===== config.mk =====
export PLATFORM = sky130hd
export DESIGN_NAME = inst_axi_read_bridge_flat
export DESIGN_NICKNAME = d
export VERILOG_FILES = /design/src/rtl/inst_axi_read_bridge_pkg.sv /design/src/rtl/inst_axi_read_bridge_if.sv /design/src/rtl/inst_axi_read_bridge.sv /design/src/flat_wrapper.sv
export SDC_FILE = /design/constraint.sdc
export NUM_CORES = 1
export LEC_CHECK = 0
export CAP_MARGIN = 10
export CORE_ASPECT_RATIO = 1.5
export CORE_UTILIZATION = 42
export CTS_BUF_LIST = sky130_fd_sc_hd__clkbuf_4
export CTS_CLUSTER_SIZE = 30
export DETAILED_ROUTE_END_ITERATION = 10
export PLACE_DENSITY = 0.84
export SLEW_MARGIN = 20
export SYNTH_ARGS = -nofsm -noshare
export SYNTH_HDL_FRONTEND = slang
export SYNTH_SLANG_ARGS = --single-unit

===== constraint.sdc =====
create_clock -name clk -period 4.3 [get_ports clk]
set_input_delay 0.86 -clock clk [delete_from_list [all_inputs] [get_ports clk]]
set_output_delay 0.86 -clock clk [all_outputs]
set_load 0.005 [all_outputs]

===== src/rtl/inst_axi_read_bridge_pkg.sv =====
// Shared AXI encodings and FSM state type for the instruction-fetch read bridge.
package inst_axi_read_bridge_pkg;

    localparam logic [1:0] AXI_BURST_INCR = 2'b01;
    localparam logic [2:0] AXI_SIZE_4B    = 3'b010;
    localparam logic [1:0] AXI_RESP_OKAY  = 2'b00;

    typedef enum logic [1:0] {
        ST_IDLE = 2'd0,
        ST_ADDR = 2'd1,
        ST_DATA = 2'd2,
        ST_DONE = 2'd3
    } state_t;

endpackage


===== src/rtl/inst_axi_read_bridge_if.sv =====
// AXI read-address and read-data channels as seen by the fetch bridge (master) and memory (slave).
interface inst_axi_read_bridge_if
    import inst_axi_read_bridge_pkg::*;
#(
    parameter int ADDR_W = 32,
    parameter int DATA_W = 32
);
    logic [3:0]        arid;
    logic [ADDR_W-1:0] araddr;
    logic [7:0]        arlen;
    logic [2:0]        arsize;
    logic [1:0]        arburst;
    logic              arvalid;
    logic              arready;

    logic [3:0]        rid;
    logic [DATA_W-1:0] rdata;
    logic [1:0]        rresp;
    logic              rlast;
    logic              rvalid;
    logic              rready;

    modport master (
        output arid, araddr, arlen, arsize, arburst, arvalid, rready,
        input  arready, rid, rdata, rresp, rlast, rvalid
    );

    modport slave (
        input  arid, araddr, arlen, arsize, arburst, arvalid, rready,
        output arready, rid, rdata, rresp, rlast, rvalid
    );

endinterface


===== src/rtl/inst_axi_read_bridge.sv =====
// Turns a held IF-stage fetch request into one single-beat AXI read and returns the word.
// One transaction in flight; a flush while busy lets the bus finish but suppresses the result.
module inst_axi_read_bridge
    import inst_axi_read_bridge_pkg::*;
#(
    parameter logic [3:0] ARID_VAL = 4'd0,
    parameter int         ADDR_W   = 32,
    parameter int         DATA_W   = 32
)
(
    input  logic              clk,
    input  logic              resetn,
    input  logic              cpu_req,
    input  logic [ADDR_W-1:0] cpu_addr,
    input  logic              cpu_flush,
    output logic [DATA_W-1:0] cpu_rdata,
    output logic              cpu_data_ok,
    output logic              cpu_err,
    output logic              cpu_stall,
    inst_axi_read_bridge_if.master bus
);

    state_t state;
    state_t state_next;
    logic   err_q;
    logic   discard;
    logic   r_hit;
    logic   issue;
    logic   unused_bits;

    assign bus.arid    = ARID_VAL;
    assign bus.arlen   = 8'd0;
    assign bus.arsize  = AXI_SIZE_4B;
    assign bus.arburst = AXI_BURST_INCR;

    assign issue       = (state == ST_IDLE) && cpu_req && !cpu_flush;
    assign r_hit       = (state == ST_DATA) && bus.rvalid && (bus.rid == ARID_VAL);
    assign unused_bits = ^{bus.rlast, cpu_addr[1:0]};

    always_ff @(posedge clk or negedge resetn) begin
        if (!resetn) begin
            state <= ST_IDLE;
        end else begin
            state <= state_next;
        end
    end

    // Beats carrying a foreign ID are still accepted (rready high) but never leave DATA.
    always_comb begin
        state_next  = state;
        bus.arvalid = 1'b0;
        bus.rready  = 1'b0;
        cpu_stall   = 1'b0;
        cpu_data_ok = 1'b0;
        cpu_err     = 1'b0;
        case (state)
            ST_IDLE: begin
                cpu_stall = issue;
                if (issue) begin
                    state_next = ST_ADDR;
                end
            end
            ST_ADDR: begin
                bus.arvalid = 1'b1;
                cpu_stall   = 1'b1;
                if (bus.arready) begin
                    state_next = ST_DATA;
                end
            end
            ST_DATA: begin
                bus.rready = 1'b1;
                cpu_stall  = 1'b1;
                if (r_hit) begin
                    state_next = ST_DONE;
                end
            end
            ST_DONE: begin
                cpu_data_ok = !discard && !cpu_flush;
                cpu_err     = !discard && !cpu_flush && err_q;
                state_next  = ST_IDLE;
            end
            default: begin
                state_next = ST_IDLE;
            end
        endcase
    end

    always_ff @(posedge clk or negedge resetn) begin
        if (!resetn) begin
            bus.araddr <= '0;
            cpu_rdata  <= '0;
            err_q      <= 1'b0;
            discard    <= 1'b0;
        end else begin
            if (issue) begin
                bus.araddr <= {cpu_addr[ADDR_W-1:2], 2'b00};
            end
            if (r_hit) begin
                cpu_rdata <= bus.rdata;
                err_q     <= (bus.rresp != AXI_RESP_OKAY);
            end
            if (state == ST_DONE) begin
                discard <= 1'b0;
            end else if (cpu_flush && ((state == ST_ADDR) || (state == ST_DATA))) begin
                discard <= 1'b1;
            end
        end
    end

endmodule


===== src/flat_wrapper.sv =====
// flat-port wrapper written by rule: the top's interface ports become plain ports
module inst_axi_read_bridge_flat import inst_axi_read_bridge_pkg::*;
#(
    parameter logic [3:0] ARID_VAL = 4'd0,
    parameter int         ADDR_W   = 32,
    parameter int         DATA_W   = 32
)
  (clk, resetn, cpu_req, cpu_addr, cpu_flush, cpu_rdata, cpu_data_ok, cpu_err, cpu_stall, bus_arid, bus_araddr, bus_arlen, bus_arsize, bus_arburst, bus_arvalid, bus_rready, bus_arready, bus_rid, bus_rdata, bus_rresp, bus_rlast, bus_rvalid);
  inst_axi_read_bridge_if #(.ADDR_W(ADDR_W), .DATA_W(DATA_W)) bus_i ();
  input  logic clk;
  input  logic resetn;
  input  logic cpu_req;
  input  logic [ADDR_W-1:0] cpu_addr;
  input  logic cpu_flush;
  output logic [DATA_W-1:0] cpu_rdata;
  output logic cpu_data_ok;
  output logic cpu_err;
  output logic cpu_stall;
  output wire logic [$bits(bus_i.arid)-1:0] bus_arid;
  output wire logic [$bits(bus_i.araddr)-1:0] bus_araddr;
  output wire logic [$bits(bus_i.arlen)-1:0] bus_arlen;
  output wire logic [$bits(bus_i.arsize)-1:0] bus_arsize;
  output wire logic [$bits(bus_i.arburst)-1:0] bus_arburst;
  output wire logic [$bits(bus_i.arvalid)-1:0] bus_arvalid;
  output wire logic [$bits(bus_i.rready)-1:0] bus_rready;
  input wire logic [$bits(bus_i.arready)-1:0] bus_arready;
  input wire logic [$bits(bus_i.rid)-1:0] bus_rid;
  input wire logic [$bits(bus_i.rdata)-1:0] bus_rdata;
  input wire logic [$bits(bus_i.rresp)-1:0] bus_rresp;
  input wire logic [$bits(bus_i.rlast)-1:0] bus_rlast;
  input wire logic [$bits(bus_i.rvalid)-1:0] bus_rvalid;
  assign bus_arid = bus_i.arid;
  assign bus_araddr = bus_i.araddr;
  assign bus_arlen = bus_i.arlen;
  assign bus_arsize = bus_i.arsize;
  assign bus_arburst = bus_i.arburst;
  assign bus_arvalid = bus_i.arvalid;
  assign bus_rready = bus_i.rready;
  assign bus_i.arready = bus_arready;
  assign bus_i.rid = bus_rid;
  assign bus_i.rdata = bus_rdata;
  assign bus_i.rresp = bus_rresp;
  assign bus_i.rlast = bus_rlast;
  assign bus_i.rvalid = bus_rvalid;
  inst_axi_read_bridge #(.ARID_VAL(ARID_VAL), .ADDR_W(ADDR_W), .DATA_W(DATA_W)) u_core (.clk(clk), .resetn(resetn), .cpu_req(cpu_req), .cpu_addr(cpu_addr), .cpu_flush(cpu_flush), .cpu_rdata(cpu_rdata), .cpu_data_ok(cpu_data_ok), .cpu_err(cpu_err), .cpu_stall(cpu_stall), .bus(bus_i));
endmodule

==> qor.yml <==
crit_top_cell: "clkdlybuf4s50_1"
clock_path_buffers: 2
rows: 36
grt_remaining_overflow: 0
hold_buffers: 0
final-max-slew-violation-count: 0
path_max_fanout: 3
slowest_stage: "clkdlybuf4s50_1"
postCtsSetupBuffers: 0
clock-sinks: 66
max-vdd-ir-drop_mv: 0.3045
synth_edf_count: 0
holdWs_ns: 0.4399
p_total_mw: 2.645
core_area_mm2: 0.006531
reg2reg_from: "u_core.state[0]"
die_h_um: 103.1
vias: 1914
track_usage_pct: 17.72
post-route-util_pct: 66.25
post-place-ws_ns: 1.203
final_area_mm2: 0.004327
layout_commonest_cell: "clkdlybuf4s50_1"
cts_tree: "done"
hold_path_class: "in -> async"
synth_cell_types: 22
crit_required_ns: 3.44
ys_warn_count: 0
drt-total-wl_um: 6316
start_util_pct: 43.77
portBuffers: 140
grt_pass1_wl_um: 9584
rsz0062_at_grt: "no"
drc: 0
ctsResizeCount: 0
crit_arrival_ns: 2.20
crit_type: "in -> out"
setup_violations: 0
grt_pass1_vias: 1893
clk_latency_ns: 0.41
maxCapViolations: 0
numCtsBuffers: 9
dieArea_mm2: 0.007148
slowest_delay_ns: 0.50
regToRegSetupSlack_ns: 2.06
layout_common_cells: "clkdlybuf4s50_1, dfrtp_1, mux2_2"
dp_hpwl_um: 4603
netlist_area_mm2: 0.002859
first_pass_iters: 4
place.gp.congestion: 0.6933
antenna_left: 0
placed_cells: 390
reg2regPathDepth: 5
worstSetupEndpointType: "output port"
tightestPinTransition_ns: 0.7924
crit_family: "buffers and inverters"
status: "completed"
p_leak_nw: 1.917
avgSynthCellArea_um2: 15.97
first_iter_violations: 53
setup.worst_path.start_class: "input port"
avgRoutedWirePerCell_um: 15.60
htree_levels: 3
fin_tns_setup_ns: 0
postPlaceCellArea_mm2: 0.004217
pin_count: 163
slew-limit-headroom_pct: 47.17
path_clk_slew_ns: 0.10
cts-root-buf: "clkbuf_4"
diodes: 0
synth_flop_cell: "dfrtp_1"
synthCells: 179
synth-seq-area-share_pct: 57.77
crit_chain: "clkdlybuf4s50_1 > nor3b_1 > and2_1 > clkdlybuf4s50_1"
viasPerCell: 4.726
finalHoldViolCount: 0
synthArstFlopShare_pct: 100.0
cp_num_buf_inv: 2
layout-drive-gt1-share_pct: 25.53
grt_max_degree: 48
clock_skew_ns: 0.01416
ys_ff_latch: 66
syn_to_final_growth_pct: 51.33
nNetsFinal: 406
power_density_mw_per_mm2: 611.4
period_minus_slack_ns: 3.061
period_share_pct: 71.19
fin_ws_ns: 1.239
r2r-end: "u_core.cpu_rdata[31]"
antenna_found_initial: 0
dieWidth_um: 69.37
final_cells: 405
clock.fmax_ghz: 0.3267
==> cells by family after synthesis <==
| kind of cell | after synthesis | share of synthesized area [%] |
|---|---|---|
| fa+ha+maj | 4 | 1.751 |
| other cells | 2 | 0.2627 |
| mux | 63 | 28.45 |
| flops | 66 | 57.77 |
| simple gates | 10 | 2.189 |
| buf+inv | 29 | 8.403 |
| compound gates | 5 | 1.182 |
==> synthesized netlist by cell type (all sizes together) (2+ instances only) <==
master | number | area, um^2
a21oi | 3 | 15.01
buf | 26 | 229.0
conb | 2 | 7.510
dfrtp | 66 | 1652
ha | 4 | 50.05
inv | 3 | 11.26
mux2 | 62 | 803.3
nor2 | 3 | 11.26
==> flip-flops by register name (all words and copies together) (netlist names) <==
name               count
u_core.cpu_rdata      32
u_core.bus.araddr     30
u_core.discard         1
u_core.err_q           1
u_core.state           2
==> how the worst max path moves through the flow <==
stage	cells past startpoint	from	slack (ns)	to
after floorplan	3	cpu_flush	2.01	cpu_stall
after global placement	4	cpu_flush	1.23	cpu_err
after detailed placement	5	bus_rid[1]	1.20	u_core.cpu_rdata[31]
after CTS	4	cpu_flush	1.23	cpu_err
after global routing	4	cpu_flush	1.12	cpu_err
final	4	cpu_flush	1.24	cpu_err
==> where the power goes <==
group	switching, mW	internal [mW]
sequential	0.156	0.921
clock	0.207	0.134
combinational	0.341	0.887
==> layer usage <==
metal	track usage, %	share of wire (%)
met1	20.37	38
met5	0	0
met4	11.93	3.6
met2	29.05	52
met3	4.888	6.4
==> layout make-up <==
type	count	area (um^2)
clock buffer	12	90.09
clock inverter	3	17.52
fill	523	2205
inverter	3	11.26
multi-input combinational	101	1032
sequential	66	1652
tap	76	95.09
timing repair buffer	144	1429
No activity file was read; power rests on OpenSTA's default activity.
